`config.mk`:
```
export PLATFORM = sky130hd
export DESIGN_NAME = shift_req_queue
export DESIGN_NICKNAME = d
export VERILOG_FILES = /design/src/rtl/shift_req_queue.sv
export SDC_FILE = /design/constraint.sdc
export NUM_CORES = 1
export LEC_CHECK = 0
export CORE_ASPECT_RATIO = 0.75
export CORE_MARGIN = 2
export CORE_UTILIZATION = 40
export CTS_CLUSTER_DIAMETER = 120
export DETAILED_ROUTE_END_ITERATION = 10
export GPL_TIMING_DRIVEN = 0
export PLACE_DENSITY = 0.7
export SLEW_MARGIN = 20
export SYNTH_ARGS = -nofsm -noshare
export SYNTH_HDL_FRONTEND = slang
export SYNTH_SLANG_ARGS = --single-unit
export TNS_END_PERCENT = 5
```
`constraint.sdc`:
```
create_clock -name clk -period 2.25 [get_ports clk]
set_input_delay 0.45 -clock clk [delete_from_list [all_inputs] [get_ports clk]]
set_output_delay 0.45 -clock clk [all_outputs]
set_load 0.02 [all_outputs]
```
`src/rtl/shift_req_queue.sv`:
```
// Request FIFO + registered response stage wrapped around a combinational barrel shifter.
// Head entry drives the shifter; its result is captured whenever the response slot is free.
module shift_req_queue #(
  parameter int DATA_W = 8,
  parameter int CTRL_W = 3,
  parameter int DEPTH  = 4
) (
  input  logic                       clk,
  input  logic                       rst_n,
  input  logic                       req_valid,
  output logic                       req_ready,
  input  logic [DATA_W-1:0]          req_data,
  input  logic [CTRL_W-1:0]          req_shamt,
  output logic [DATA_W-1:0]          sh_in,
  output logic [CTRL_W-1:0]          sh_ctrl,
  input  logic [DATA_W-1:0]          sh_out,
  output logic                       rsp_valid,
  input  logic                       rsp_ready,
  output logic [DATA_W-1:0]          rsp_data,
  output logic [CTRL_W-1:0]          rsp_shamt,
  output logic [$clog2(DEPTH):0]     count
);
  localparam int AW = $clog2(DEPTH);
  localparam int CW = AW + 1;

  typedef struct packed {
    logic [DATA_W-1:0] data;
    logic [CTRL_W-1:0] shamt;
  } req_t;

  req_t          mem [DEPTH];
  logic [AW-1:0] wr_ptr, rd_ptr;
  logic          full, empty, push, load;

  assign full      = (count == CW'(DEPTH));
  assign empty     = (count == '0);
  assign req_ready = !full;
  assign push      = req_valid && !full;
  // An entry written this edge is not yet visible at the head, so push-into-empty never loads.
  assign load      = !empty && (!rsp_valid || rsp_ready);

  always_comb begin
    sh_in   = '0;
    sh_ctrl = '0;
    if (!empty) begin
      sh_in   = mem[rd_ptr].data;
      sh_ctrl = mem[rd_ptr].shamt;
    end
  end

  // Storage needs no reset: occupancy gates every read.
  always_ff @(posedge clk) begin
    if (push) mem[wr_ptr] <= '{data: req_data, shamt: req_shamt};
  end

  always_ff @(posedge clk or negedge rst_n) begin
    if (!rst_n) begin
      wr_ptr <= '0;
      rd_ptr <= '0;
      count  <= '0;
    end else begin
      if (push) wr_ptr <= wr_ptr + 1'b1;
      if (load) rd_ptr <= rd_ptr + 1'b1;
      if (push && !load)      count <= count + 1'b1;
      else if (load && !push) count <= count - 1'b1;
    end
  end

  always_ff @(posedge clk or negedge rst_n) begin
    if (!rst_n) begin
      rsp_valid <= 1'b0;
      rsp_data  <= '0;
      rsp_shamt <= '0;
    end else if (load) begin
      rsp_valid <= 1'b1;
      rsp_data  <= sh_out;
      rsp_shamt <= sh_ctrl;
    end else if (rsp_valid && rsp_ready) begin
      rsp_valid <= 1'b0;
    end
  end
endmodule

```
==> impl_metrics.ini, run 1 <==
[power]
p_total_uw = 4970
power_leakage_uw = 0.00131
powerDensity_nw_per_um2 = 1450
irDropWorstVdd_mv = 0.405

[sta]
fin_ws_ps = -1.85
fin_skew_ps = 6.39
worst_slew_pin_slew_ps = 857
fin_crit_ps = 2250
setup_viol = 1
fin_hold_ws_ps = 505
rsz0062_at_grt = yes
post-route-period-util = 1.00
hold_viol = 0
slew_headroom = 0.427
fmaxAchievable_mhz = 444
slew_viol_final = 0

[grt]
grt_pass1_vias = 1460
grt_max_degree = 20
antenna_found_initial = 0
track_usage = 0.150
grt-ovfl-total = 0
grt_pass1_wl_mm = 7.75

[logic_synthesis]
synth-simple-area-share = 0.0601
synth_cells = 131
synth_fa_ha_area_frac = 0.0320
synth_warnings = 0
ys_seq_area_frac = 0.696
yosys-top-cells-area = edfxtp_1 51%, dfrtp_1 18%, mux4_2 7.0%, mux2_4 4.7%, mux4_1 3.1%
synth_xor_area_frac = 0.0204
synth_top_family_by_area = multiplexers
synth_cell_type_count = 23
post-synth-top-area-fraction = 0.512
synthMuxAreaShare = 0.169
synth-compound-area-share = 0.00436
syn_nets = 160
synth_area_per_cell_um2 = 19.7
synth-seq-cells = 63
netlist_area_um2 = 2580
synth_top_area_cell = edfxtp_1

[routing]
vias = 1349
drt_first_pass_iters = 4
route.detailed.drc = 0
routedWlPerCell_um = 17.6
viasPerCell = 4.75
drt_iter0_markers = 67
drt_wl_total_mm = 4.99
ant_nets = 0

[clock_network]
cts_made_buffers = 9
cts_root_buf = clkbuf_8
worstSkewPairLatency_ps = 330
clkTransAtPathRegs_ps = 70
clockBufferDepth = 2
cts.sink_count = 63
cts_tree = done
holdBufCountCts = 0
cts_htree_levels = 3

[job]
drv_cap = 0

[finish]
fin_nets = 227
mostFrequentLayoutCells = 44 x edfxtp_1, 38 x clkdlybuf4s50_1, 15 x dfrtp_1, 11 x mux4_2, 10 x nor2b_1
layout_commonest_cell = edfxtp_1
syn_to_final_growth_pct = 33.0
final_area_um2 = 3430
nFillCells = 499
drive_gt1_frac = 0.345
antenna_cells = 0
final_core_util = 0.546

[floorplanning]
core_um2 = 6290
initial_core_util = 0.411
pin_count = 50
die_area_um2 = 7120
die_y_um = 73.6
num_rows = 25
die_x_um = 96.8

[setup_path]
crit_path_end_kind = output pin
critPathRequiredTime_ps = 1800
path_class = flip-flop to output pin
startpoint_type = flip-flop
path_max_fanout = 5
worstPathArrival_ps = 1800

[place]
placed_cell_area_um2 = 3170
io_buffers = 49
dpl.hpwl_mm = 3.31
place.gp.congestion = 0.721

[outcome]
violations = setup timing
status = complete, but fails checks

[hold_path]
hold_class = flip-flop to flip-flop
through the flow:
stage | worst slack (ps) | TNS (ps) | std cells
global placement | -304 | -1010 | 261
detailed placement | -416 | -1350 | 261
global route | -73.5 | -440 | 284
CTS | -78.1 | -134 | 281
finish | -1.85 | -1.85 | 284
floorplan | 136 | 0 | 131
logic make-up after synthesis:
logic type | Yosys count
flip-flops | 63
XOR/XNOR | 6
AO/OA/AOI/OAI | 1
buffers and inverters | 8
adder cells (fa/ha/maj) | 6
multiplexers | 24
AND/OR/NAND/NOR | 23
where the power goes:
group	internal [uW]	switching, uW	total, uW
Combinational	1140	1050	2190
Clock	621	388	1010
Sequential	1600	175	1770
sequential cells by signal (all words and copies together), names as in the netlist:
register,count
rsp_data,8
rsp_valid,1
mem,44
rsp_shamt,3
rd_ptr,2
count,3
wr_ptr,2
critical path, cell delays in order, from the launching register on:
cell	delay (ps)
dfrtp_2	420
bufbuf_16	290
mux4_2	480
nor2b_1	140
buf_2	160
metal layers:
metal  share of wire  vias to the layer above  GRT usage  wire length, um
li1                -                      624          -                -
met1            0.43                      686      0.173             2160
met2            0.52                       33      0.262             2570
met3           0.038                        6     0.0523              188
met4           0.014                        0     0.0610               69
met5               0                        -          0                0
worst paths after layout:
path | startpoint | end | slack (ps) | cells after the start
max reg2reg | count[0]$_DFFE_PN0P_ | count[2]$_DFFE_PN0P_ | 50 | 10
min reg2reg | rsp_data[6]$_DFFE_PN0P_ | rsp_data[6]$_DFFE_PN0P_ | 500 | 1
max in group asynchronous | rst_n | rd_ptr[0]$_DFFE_PN0P_ | 1050 | 1
min | rsp_data[6]$_DFFE_PN0P_ | rsp_data[6]$_DFFE_PN0P_ | 500 | 1
max | rd_ptr[0]$_DFFE_PN0P_ | sh_in[4] | -2 | 4
min in group asynchronous | rst_n | rsp_data[6]$_DFFE_PN0P_ | 610 | 1
synthesized netlist by cell type, drive strengths merged:
library cell / number
xnor2: 3
nor2: 2
nor2b: 11
mux2: 13
and2b: 1
nand2b: 1
buf: 4
inv: 4
ha: 5
nand2: 2
and2: 4
edfxtp: 44
nand3b: 1
xor2: 3
mux4: 11
dfrtp: 19
nor3: 1
fa: 1
a21boi: 1
timing repair:
action,4_1_cts,5_1_grt
setup endpoints to repair,13,12
setup buffers,3,3
pin swaps,0,1
resized for setup,50,11
cloned,1,0
cell type report:
cell class,count,area [um^2],area share
Buffer,4,55.1,0.0160
Inverter,4,15.0,0.00437
Timing Repair Buffer,56,519,0.151
Sequential cell,63,1800,0.525
Multi-Input combinational cell,60,736,0.214
Tap cell,81,101,0.0295
Clock inverter,4,70.1,0.0204
Clock buffer,12,135,0.0394
Note: power is estimated with default switching activity, not from simulation.
==> inputs of run 2 (changes only) <==
GPL_ROUTABILITY_DRIVEN = 1   (was not set)
==> results of run 2 <==
Final layout, timing and power as in run 1 (identical DEF).
